## config.mk

```make
export PLATFORM = sky130hd
export DESIGN_NAME = id_ex_pipe
export DESIGN_NICKNAME = d
export VERILOG_FILES = /design/src/rtl/pipe_pkg.sv /design/src/rtl/pipe_skid_reg.sv /design/src/rtl/id_ex_pipe.sv
export SDC_FILE = /design/constraint.sdc
export NUM_CORES = 1
export LEC_CHECK = 0
export ABC_AREA = 1
export CORE_MARGIN = 10
export CORE_UTILIZATION = 34
export CTS_BUF_LIST = sky130_fd_sc_hd__clkbuf_8
export CTS_CLUSTER_SIZE = 30
export DETAILED_ROUTE_END_ITERATION = 10
export SETUP_SLACK_MARGIN = 0.5
export SYNTH_ARGS = -nofsm -noshare
export SYNTH_HDL_FRONTEND = slang
export SYNTH_SLANG_ARGS = --single-unit
```

## constraint.sdc

```tcl
create_clock -name clk -period 44 [get_ports clk]
set_clock_uncertainty 0.1 [all_clocks]
set_input_delay 11 -clock clk [delete_from_list [all_inputs] [get_ports clk]]
set_output_delay 11 -clock clk [all_outputs]
set_load 0.01 [all_outputs]
```

## src/rtl/pipe_pkg.sv

```systemverilog
// Shared definitions for the elastic pipeline registers of the 5-stage core:
// the ID/EX control bundle layout and instruction register-index positions.
package pipe_pkg;

    localparam int CTRL_W = 19;

    // Bit offsets of each field inside the packed control bundle (LSB = func3).
    localparam int FUNC3_LSB     = 0;
    localparam int FUNC3_W       = 3;
    localparam int OPCODE_LSB    = 3;
    localparam int OPCODE_W      = 7;
    localparam int RESULTSRC_BIT = 10;
    localparam int ALUCTRL_LSB   = 11;
    localparam int ALUCTRL_W     = 4;
    localparam int REGWRITE_BIT  = 15;
    localparam int ALUSRC_BIT    = 16;
    localparam int MEMWRITE_BIT  = 17;
    localparam int PCSRC_BIT     = 18;

    localparam int REG_IDX_W = 5;
    localparam int RS1_LSB   = 15;
    localparam int RS2_LSB   = 20;
    localparam int RD_LSB    = 7;

    typedef struct packed {
        logic       pc_src;
        logic       mem_write;
        logic       alu_src;
        logic       reg_write;
        logic [3:0] alu_control;
        logic       result_src;
        logic [6:0] opcode;
        logic [2:0] func3;
    } id_ex_ctrl_t;

endpackage

```

## src/rtl/pipe_skid_reg.sv

```systemverilog
// Generic two-entry elastic pipeline register (main + optional skid) with
// valid/ready handshake and flush; reused for ID/EX, EX/MEM and MEM/WB.
module pipe_skid_reg #(
    parameter int W    = 8,
    parameter int SKID = 1
) (
    input  logic         clk,
    input  logic         rst,
    input  logic         flush,
    input  logic         in_valid,
    output logic         in_ready,
    input  logic [W-1:0] in_data,
    output logic         out_valid,
    input  logic         out_ready,
    output logic [W-1:0] out_data
);

    logic         main_valid;
    logic [W-1:0] main_data;
    logic         skid_valid;
    logic [W-1:0] skid_data;
    logic         accept;
    logic         main_load;

    assign accept    = in_valid & in_ready;
    assign main_load = !main_valid | out_ready;
    assign out_valid = main_valid;
    assign out_data  = main_data;

    // Main refills from skid first so ordering is preserved; flush only drops valid bits.
    always_ff @(posedge clk or posedge rst) begin
        if (rst) begin
            main_valid <= 1'b0;
            main_data  <= '0;
        end else if (flush) begin
            main_valid <= 1'b0;
        end else if (main_load) begin
            if (skid_valid) begin
                main_valid <= 1'b1;
                main_data  <= skid_data;
            end else if (accept) begin
                main_valid <= 1'b1;
                main_data  <= in_data;
            end else begin
                main_valid <= 1'b0;
            end
        end
    end

    generate
        if (SKID != 0) begin : g_skid
            logic         skid_q;
            logic [W-1:0] skid_d;

            // in_ready comes straight from this flop, so skid can't be written while valid.
            always_ff @(posedge clk or posedge rst) begin
                if (rst) begin
                    skid_q <= 1'b0;
                    skid_d <= '0;
                end else if (flush) begin
                    skid_q <= 1'b0;
                end else if (skid_q) begin
                    if (main_load) begin
                        skid_q <= 1'b0;
                    end
                end else if (accept && !main_load) begin
                    skid_q <= 1'b1;
                    skid_d <= in_data;
                end
            end

            assign skid_valid = skid_q;
            assign skid_data  = skid_d;
            assign in_ready   = !skid_q;
        end else begin : g_no_skid
            assign skid_valid = 1'b0;
            assign skid_data  = '0;
            assign in_ready   = main_load;
        end
    endgenerate

endmodule

```

## src/rtl/id_ex_pipe.sv

```systemverilog
// ID->EX pipeline stage: packs the decode payload, register indices and control
// bundle into one elastic register and unpacks it for EX and forwarding.
module id_ex_pipe #(
    parameter int XLEN   = 32,
    parameter int CTRL_W = 19,
    parameter int SKID   = 1
) (
    input  logic              clk,
    input  logic              rst,
    input  logic              flush,
    input  logic              in_valid,
    output logic              in_ready,
    input  logic [XLEN-1:0]   pcD,
    input  logic [XLEN-1:0]   PCPlus4D,
    input  logic [XLEN-1:0]   Port_A,
    input  logic [XLEN-1:0]   Port_B,
    input  logic [XLEN-1:0]   immextD,
    input  logic [31:0]       instructionD,
    input  logic [CTRL_W-1:0] ctrlD,
    output logic              out_valid,
    input  logic              out_ready,
    output logic [XLEN-1:0]   pcE,
    output logic [XLEN-1:0]   PCPlus4E,
    output logic [XLEN-1:0]   RD1E,
    output logic [XLEN-1:0]   RD2E,
    output logic [XLEN-1:0]   ImmExtE,
    output logic [4:0]        Rs1E,
    output logic [4:0]        Rs2E,
    output logic [4:0]        RdE,
    output logic [CTRL_W-1:0] ctrlE
);

    import pipe_pkg::REG_IDX_W;
    import pipe_pkg::RS1_LSB;
    import pipe_pkg::RS2_LSB;
    import pipe_pkg::RD_LSB;

    localparam int W = 5 * XLEN + 3 * REG_IDX_W + CTRL_W;

    logic [W-1:0]      in_data;
    logic [W-1:0]      out_data;
    logic [CTRL_W-1:0] ctrl_held;
    logic              unused_instr_bits;

    assign in_data = {pcD, PCPlus4D, Port_A, Port_B, immextD,
                      instructionD[RS1_LSB +: REG_IDX_W],
                      instructionD[RS2_LSB +: REG_IDX_W],
                      instructionD[RD_LSB +: REG_IDX_W],
                      ctrlD};

    // Only the register-index fields of the raw instruction travel to EX.
    assign unused_instr_bits = ^{instructionD[31:25], instructionD[14:12], instructionD[6:0]};

    pipe_skid_reg #(
        .W    (W),
        .SKID (SKID)
    ) u_reg (
        .clk       (clk),
        .rst       (rst),
        .flush     (flush),
        .in_valid  (in_valid),
        .in_ready  (in_ready),
        .in_data   (in_data),
        .out_valid (out_valid),
        .out_ready (out_ready),
        .out_data  (out_data)
    );

    assign {pcE, PCPlus4E, RD1E, RD2E, ImmExtE, Rs1E, Rs2E, RdE, ctrl_held} = out_data;

    // Stale payload after a flush is harmless as long as no control bit escapes.
    assign ctrlE = out_valid ? ctrl_held : '0;

endmodule
```

======== Yosys cells after proc, flatten, opt, wreduce, memory -nomap -nowiden ========
Cells that the tools add are included.
storage, ports and cells
  flip-flop bits (word level) ............. 390
  input bits .............................. 216
  output and inout bits ................... 196
cells by class
  mux-type cells .......................... 11
  bitwise gates (word level) .............. 4
  reduce and logical (&&, ||, !) cells .... 8
operator list
  operator             number
  194-bit 2-to-1 mux   2
  19-bit 2-to-1 mux    1
  1-bit 2-to-1 mux     8
  3-bit AND reduction  2
  2-bit nonzero test   2
  1-bit logical NOT    3
  1-bit inverter       2
  1-bit bitwise AND    1
  1-bit logical AND    1
  1-bit bitwise OR     1

======== Depth between registers and ports, before layout ========
Gate-level depths: netlist of run 1.
  depth in word-level cells ............... 7
  mapped depth ............................ 8
  mapped depth without buffers ............ 5

======== Hierarchy ========
A second synthesis of run 1 with hierarchy kept.
second synthesis, totals
  cells, all modules ...................... 2362
  area total of the unflattened synthesis .. 17839.6 um2
by module, submodules not included
  module         instances  cells each  area an instance (um2)  seq. area each (um2)
  pipe_skid_reg  1          2322        17663.2                 9759.4
  id_ex_pipe     1          40          176.4                   0.0

======== Worst setup path after synthesis of run 1 ========
No wires, ideal clock.
  path kind ............................... reg-to-output
  from .................................... register u_reg.main_valid (netlist: u_reg.out_valid)
  to ...................................... output port ctrlE[10]
  arrival time ............................ 1.131 ns
  required time ........................... 32.900 ns
  slack ................................... 31.769 ns
  stages on the path, launching flop included .. 5
  path buffers ............................ 2
  path through ............................ dfrtp_1 > clkbuf_1 > clkbuf_1 > nand2_1 > inv_1
on the way
  word-level cells in the longest chain between the ends .. 1
ends and longest elaborated chain
  element                 RTL line             source
  from (decl)             pipe_skid_reg.sv:18  logic main_valid;
  from (signal assigned)  pipe_skid_reg.sv:33  main_valid <= 1'b0;
  from (signal assigned)  pipe_skid_reg.sv:36  main_valid <= 1'b0;
  from (signal assigned)  pipe_skid_reg.sv:39  main_valid <= 1'b1;
  19-bit 2-to-1 mux       id_ex_pipe.sv:72     assign ctrlE = out_valid ? ctrl_held : '0;
  to (decl)               id_ex_pipe.sv:30     output logic [CTRL_W-1:0] ctrlE
No other way between the ends.

======== Worst setup path in the final report of run 1 ========
  from .................................... register u_reg.g_skid.skid_q
  to ...................................... output port in_ready
on the way
  word-level cells in the longest chain between the ends .. 1
ends and longest elaborated chain
  element                 RTL line             source
  from (decl)             pipe_skid_reg.sv:52  logic skid_q;
  from (signal assigned)  pipe_skid_reg.sv:58  skid_q <= 1'b0;
  from (signal assigned)  pipe_skid_reg.sv:61  skid_q <= 1'b0;
  from (signal assigned)  pipe_skid_reg.sv:64  skid_q <= 1'b0;
  1-bit logical NOT       pipe_skid_reg.sv:74  assign in_ready = !skid_q;
  to (decl)               id_ex_pipe.sv:12     output logic in_ready,
No other way between the ends.

==> results of run 1 <==
[per-layer routing]
| metal | vias up | global-route usage [%] | part of all wire (%) |
|---|---|---|---|
| met3 | 138 | 4.88 | 6.9 |
| met4 | 10 | 9.57 | 4.0 |
| li1 | 8021 | - | - |
| met2 | 512 | 30.3 | 47 |
| met1 | 8075 | 23.4 | 42 |
| met5 | - | 0 | 0.11 |
[layout make-up]
class,instances,share of cell area (%)
Clock inverter,44,0.956
Clock buffer,86,5.03
Antenna cell,11,0.117
Timing Repair Buffer,413,17.4
Inverter,26,0.467
Sequential cell,390,41.5
Tap cell,748,3.97
Multi-Input combinational cell,1776,30.6
[placed cells by master, fill, tap and decap left out]
cell / netlist / routed
buf_12: 0 / 1
buf_4: 181 / 18
bufinv_16: 0 / 1
clkbuf_8: 0 / 86
clkdlybuf4s50_1: 0 / 394
clkinv_2: 0 / 3
clkinvlp_4: 0 / 4
dfrtp_1: 390 / 389
dfrtp_4: 0 / 1
diode_2: 0 / 11
inv_1: 25 / 57
inv_6: 0 / 4
inv_8: 0 / 1
nand2_1: 1380 / 1379
nand2_4: 0 / 1
nand3_1: 389 / 388
nand3_4: 0 / 2
nor2_1: 3 / 3
nor2_4: 1 / 3
[through the flow]
| stage | hold WS (ns) | utilization (%) | area (sq um) |
|---|---|---|---|
| global route | 0.384 | 42.5 | 23600 |
| detailed placement | 0.358 | 39.9 | 22100 |
| floorplan | 0.342 | - | 19200 |
| finish | 0.369 | 42.5 | 23600 |
| CTS | 0.372 | 42.5 | 23500 |
| global placement | 0.353 | 39.9 | 22100 |
[worst max-delay path, cell delays in order (launching register included)]
cell and delay (ns):
dfrtp_4 0.76, inv_6 0.83, clkdlybuf4s50_1 0.71
[power by group]
| group | switching, mW | internal [mW] |
|---|---|---|
| clock | 0.161 | 0.184 |
| sequential | 0.0422 | 0.433 |
| combinational | 0.111 | 0.0995 |
[state kept, by name (all words and copies together) (netlist names)]
name	count
u_reg.g_skid.skid_q	1
u_reg.out_valid	1
u_reg.out_data	194
u_reg.g_skid.skid_d	194
[worst max path at each step]
stage	to	slack, ns	cells after the start
2_1_floorplan	u_reg.g_skid.skid_d[0]$_DFFE_PP0P_	22.06	1
3_3_place_gp	u_reg.out_data[105]$_DFFE_PP0P_	29.36	8
3_5_place_dp	u_reg.out_data[81]$_DFFE_PP0P_	29.31	8
4_1_cts	in_ready	29.80	2
5_1_grt	u_reg.out_data[105]$_DFFE_PP0P_	29.76	8
6_report	in_ready	29.93	2
[logic make-up after synthesis]
family,Yosys count
flip-flops,390
buffers and inverters,372
AND/OR/NAND/NOR,1776
==> impl_metrics.yaml, run 1 <==
critical_path:
  startpoint_type: "flop"
  timing.rr.end: "u_reg.out_data[81]$_DFFE_PP0P_"
  reg2reg_slack_ns: 39.50
  reg2reg_depth: 7
  crit-reg2reg-launch: "u_reg.g_skid.skid_q$_DFF_PP0_"
  cp_max_fo: 111
  critPathLaunch: "u_reg.g_skid.skid_q$_DFF_PP0_"
  crit_arrival_ns: 2.97
  critPathKind: "reg2out"
  cp.required_ns: 32.90
  crit_path_end_kind: "output pin"
timing:
  worstMarginPinSlew_ns: 1.18
  final_hold_viol_count: 0
  setup_viol_count_final: 0
  fin_crit_ns: 14.07
  fmax_ghz: 0.0711
  fin_setup_tns_ns: 0
  finalCritPeriodShare_pct: 32.0
  slew_headroom_pct: 21.5
  slew_viol_final: 0
  rsz0062_at_grt: "false"
  fin_ws_ns: 29.93
logic_synthesis:
  yosysSeqAreaShare_pct: 50.9
  synth-simple-area-share_pct: 37.4
  synth.distinct_cells: 13
  avgSynthCellArea_sq_um: 7.55
  async_flop_share_pct: 100
  synthMuxAreaShare_pct: 0
  synthTopCellsByArea: "dfrtp_1, nand2_1, nand3_1"
  synthFlopType: "dfrtp_1"
  synth_top_area_share_pct: 50.9
  yosys.area_share.xor_xnor_pct: 0
  syn-num-nets: 2754
  synth_edf_count: 0
  synth-compound-area-share_pct: 0
  netlist_top_cells_count: "nand2_1, dfrtp_1, nand3_1"
  yosys_warnings: 0
  yosysTopAreaCell: "dfrtp_1"
  synth_top_family_by_area: "simple AND/OR/NAND/NOR gates"
  synth.ff_latch_count: 390
  syn_inst: 2538
  synthesis.area_sq_um: 19200
  synth.most_common_cell: "nand2_1"
  synth_fa_ha_area_share_pct: 0
clock_network:
  cts.path.max_buffers: 3
  clock_sinks: 390
  h-tree-depth: 3
  postCtsHoldBufs: 0
  cts_tree: "built"
  cts_buffers: 73
  cts_resized: 0
  postCtsSetupBuffers: 0
  clk_pin_slew_ns: 0.06
  cts-root-buf: "clkbuf_8"
  clk_latency_ns: 0.63
layout:
  multiInputGateArea_sq_um: 7210
  nFillCells: 5531
  fin_nets: 2896
  seqCellArea_sq_um: 9760
  drive_gt1_share_pct: 4.57
  fin_cells: 3494
  syn2layout_area_growth_pct: 22.9
placement:
  gp_congestion: 0.812
  dp.cells: 3353
  dp_worst_setup_slack_ns: 29.31
  port_buffers: 394
  dp_hpwl_mm: 38.0
outcome:
  status: "complete, no violations"
floorplan:
  die-width_um: 257
  die_h_um: 257
  io_pins: 412
  coreArea_sq_um: 55400
  die-area_sq_um: 66200
  fp-row-count: 86
  initial_core_util_pct: 34.6
drt:
  drt_iter0_drc: 1234
  drt_first_pass_iters: 6
  wire_per_inst_um: 18.3
  drtAntennaViolNets: 0
  vias: 16800
  wirelength_mm: 64.1
  drc: 0
  viasPerCell: 4.80
hold_path:
  min_to: "u_reg.g_skid.skid_d[173]$_DFFE_PP0P_"
  hold_path_class: "reg2reg"
  hold_depth: 2
  min_from: "u_reg.g_skid.skid_d[173]$_DFFE_PP0P_"
grt:
  grt_usage_pct: 19.0
  grt_max_degree: 195
  antenna_found_initial: 16
  grt_overflow: 0
  grt_pass1_vias: 16900
  grt_pass1_wl_mm: 101
power_and_ir_drop:
  report.power.total_mw: 1.03
  power.density_nw_per_um2: 43.7
  p_leak_nw: 12.5
  irDropWorstVdd_mv: 0.0220
run:
  max_cap_violations: 0
(Power assumes the default switching activity.)
==> run 2: changes to the inputs <==
clock period = 12.05 ns   (was 44 ns; I/O delays follow)
==> run 2 against run 1 <==
Die area stayed put. Via count rose by 0.84%. Global-route usage is 0.050 points lower. Critical path depth increased by 6. Non-clock buffer count did not move. Final area hardly changed. Sequential power rose to 3.7 times the previous value. Sequential share of layout area about the same. Total power rose to 3.7 times the previous value. Setup slack got worse by 24 ns.
==> impl_metrics.yaml, run 2 (synthesis results as in run 1) <==
critical_path:
  cp.required_ns: 12.51
  crit_arrival_ns: 6.75
  crit_path_end_kind: "flop"
  crit-reg2reg-launch: "u_reg.out_valid$_DFFE_PP0P_"
  cp_max_fo: 72
  reg2reg_slack_ns: 7.47
  worstSetupEndpoint: "u_reg.out_data[125]$_DFFE_PP0P_"
  startpoint_type: "input port"
  critPathLaunch: "out_ready"
  reg2reg_depth: 6
  critPathKind: "in2reg"
  timing.rr.end: "u_reg.out_data[125]$_DFFE_PP0P_"
drt:
  drt_first_pass_iters: 5
  drt_iter0_drc: 1233
  met1_length_mm: 26.5
  wire_per_inst_um: 18.3
  viasPerCell: 4.84
  dr.max_layer_used: "met5"
  drc: 0
  vias: 16900
  met2_length_mm: 31.0
  wirelength_mm: 63.8
  wl_met3_mm: 4.18
  drtAntennaViolNets: 0
clock_network:
  clk_pin_slew_ns: 0.06
  cts-root-buf: "clkbuf_8"
  cts.path.max_buffers: 3
  cts_buffers: 73
  clk_latency_ns: 0.64
  h-tree-depth: 3
  cts_resized: 0
  clock_sinks: 390
  postCtsHoldBufs: 0
  postCtsSetupBuffers: 0
  cts_tree: "built"
floorplan:
  die-width_um: 257
  io_pins: 412
  coreArea_sq_um: 55400
  die-area_sq_um: 66200
  initial_core_util_pct: 34.6
  fp-row-count: 86
  die_h_um: 257
power_and_ir_drop:
  clockPowerShare_pct: 33.6
  comb_power_share_pct: 20.3
  power_frac_seq_pct: 46.0
  p_leak_nw: 12.4
  switching_share_pct: 30.3
  power.density_nw_per_um2: 160
  p_int_mw: 2.63
  p_switching_mw: 1.14
  irDropWorstVdd_mv: 0.0788
timing:
  worstMarginPinSlew_ns: 1.19
  fmax_ghz: 0.159
  final_hold_viol_count: 0
  slew_viol_final: 0
  fin_setup_tns_ns: 0
  fin_ws_ns: 5.76
  holdWs_ns: 0.368
  rsz0062_at_grt: "false"
  setup_viol_count_final: 0
  fin_crit_ns: 6.29
  slew_headroom_pct: 20.5
  finalCritPeriodShare_pct: 52.2
layout:
  multiInputGateArea_sq_um: 7210
  fin_area_sq_um: 23600
  drive_gt1_share_pct: 4.51
  fin_nets: 2896
  syn2layout_area_growth_pct: 23.0
  layout_common_cells: "nand2_1, clkdlybuf4s50_1, dfrtp_1"
  layout_commonest_cell: "nand2_1"
  seqCellArea_sq_um: 9760
  nFillCells: 5491
placement:
  dp_worst_setup_slack_ns: 4.99
  port_buffers: 394
  gp_congestion: 0.802
  dp_hpwl_mm: 37.4
  dpl_cell_area_sq_um: 22100
grt:
  grt_pass1_wl_mm: 101
  grt_pass1_vias: 16700
  grt_max_degree: 196
  grt_overflow: 0
  antenna_found_initial: 17
  grt_usage_pct: 18.9
outcome:
  status: "complete, no violations"
hold_path:
  hold_path_class: "reg2reg"
run:
  max_cap_violations: 0
==> run 2: cell types whose count changed in the layout (fill, tap and decap cells not counted), sizes merged <==
cell	change
diode	+3
inv	-8
clkinv	-3
clkinvlp	-1
clkbuf	+3
==> run 2: through the flow <==
| step | util, % | std cells | power [mW] |
|---|---|---|---|
| 2_1_floorplan | - | 2538 | 2.24 |
| 3_3_place_gp | 40.0 | 3353 | 2.51 |
| 3_5_place_dp | 40.0 | 3353 | 2.53 |
| 4_1_cts | 42.5 | 3474 | 3.84 |
| 5_1_grt | 42.5 | 3488 | 4.00 |
| 6_report | 42.5 | 3488 | 3.77 |
==> run 2: worst min-delay path by stage <==
stage	startpoint	to	slack, ns	cells after the start
after floorplan	u_reg.g_skid.skid_d[0]$_DFFE_PP0P_	u_reg.g_skid.skid_d[0]$_DFFE_PP0P_	0.34	2
after global placement	u_reg.g_skid.skid_d[117]$_DFFE_PP0P_	u_reg.g_skid.skid_d[117]$_DFFE_PP0P_	0.35	2
after detailed placement	u_reg.g_skid.skid_d[53]$_DFFE_PP0P_	u_reg.g_skid.skid_d[53]$_DFFE_PP0P_	0.36	2
after CTS	u_reg.g_skid.skid_d[40]$_DFFE_PP0P_	u_reg.g_skid.skid_d[40]$_DFFE_PP0P_	0.37	2
after global routing	u_reg.g_skid.skid_d[71]$_DFFE_PP0P_	u_reg.g_skid.skid_d[71]$_DFFE_PP0P_	0.38	2
final	u_reg.g_skid.skid_d[176]$_DFFE_PP0P_	u_reg.g_skid.skid_d[176]$_DFFE_PP0P_	0.37	2
==> run 2: area by class of cell <==
class / count / share of cell area, %
tap: 748 / 3.97
sequential: 390 / 41.4
multi-input combinational: 1776 / 30.6
inverter: 26 / 0.451
timing repair buffer: 413 / 17.5
clock buffer: 89 / 5.20
clock inverter: 32 / 0.727
antenna: 14 / 0.149
==> run 2: critical path, stage by stage <==
cell and delay, ns:
clkdlybuf4s50_1 0.42, inv_1 0.09, nand2_4 0.47, nand3_4 0.92, buf_4 0.70, buf_4 0.80, nand2_1 0.13, nand2_1 0.10
==> run 2: power groups by stage <==
stage	Clock (mW)	Combinational (mW)	Sequential, mW
after global routing	1.37	0.861	1.77
after CTS	1.32	0.782	1.73
after floorplan	0	0.528	1.71
after detailed placement	0	0.780	1.75
final	1.27	0.767	1.74
after global placement	0	0.765	1.74
==> run 2: per-layer routing <==
metal | GRT usage (%) | vias up
met1 | 23.5 | 8236
met2 | 30.5 | 512
li1 | - | 8031
met5 | 0 | -
met4 | 8.94 | 6
met3 | 4.58 | 111
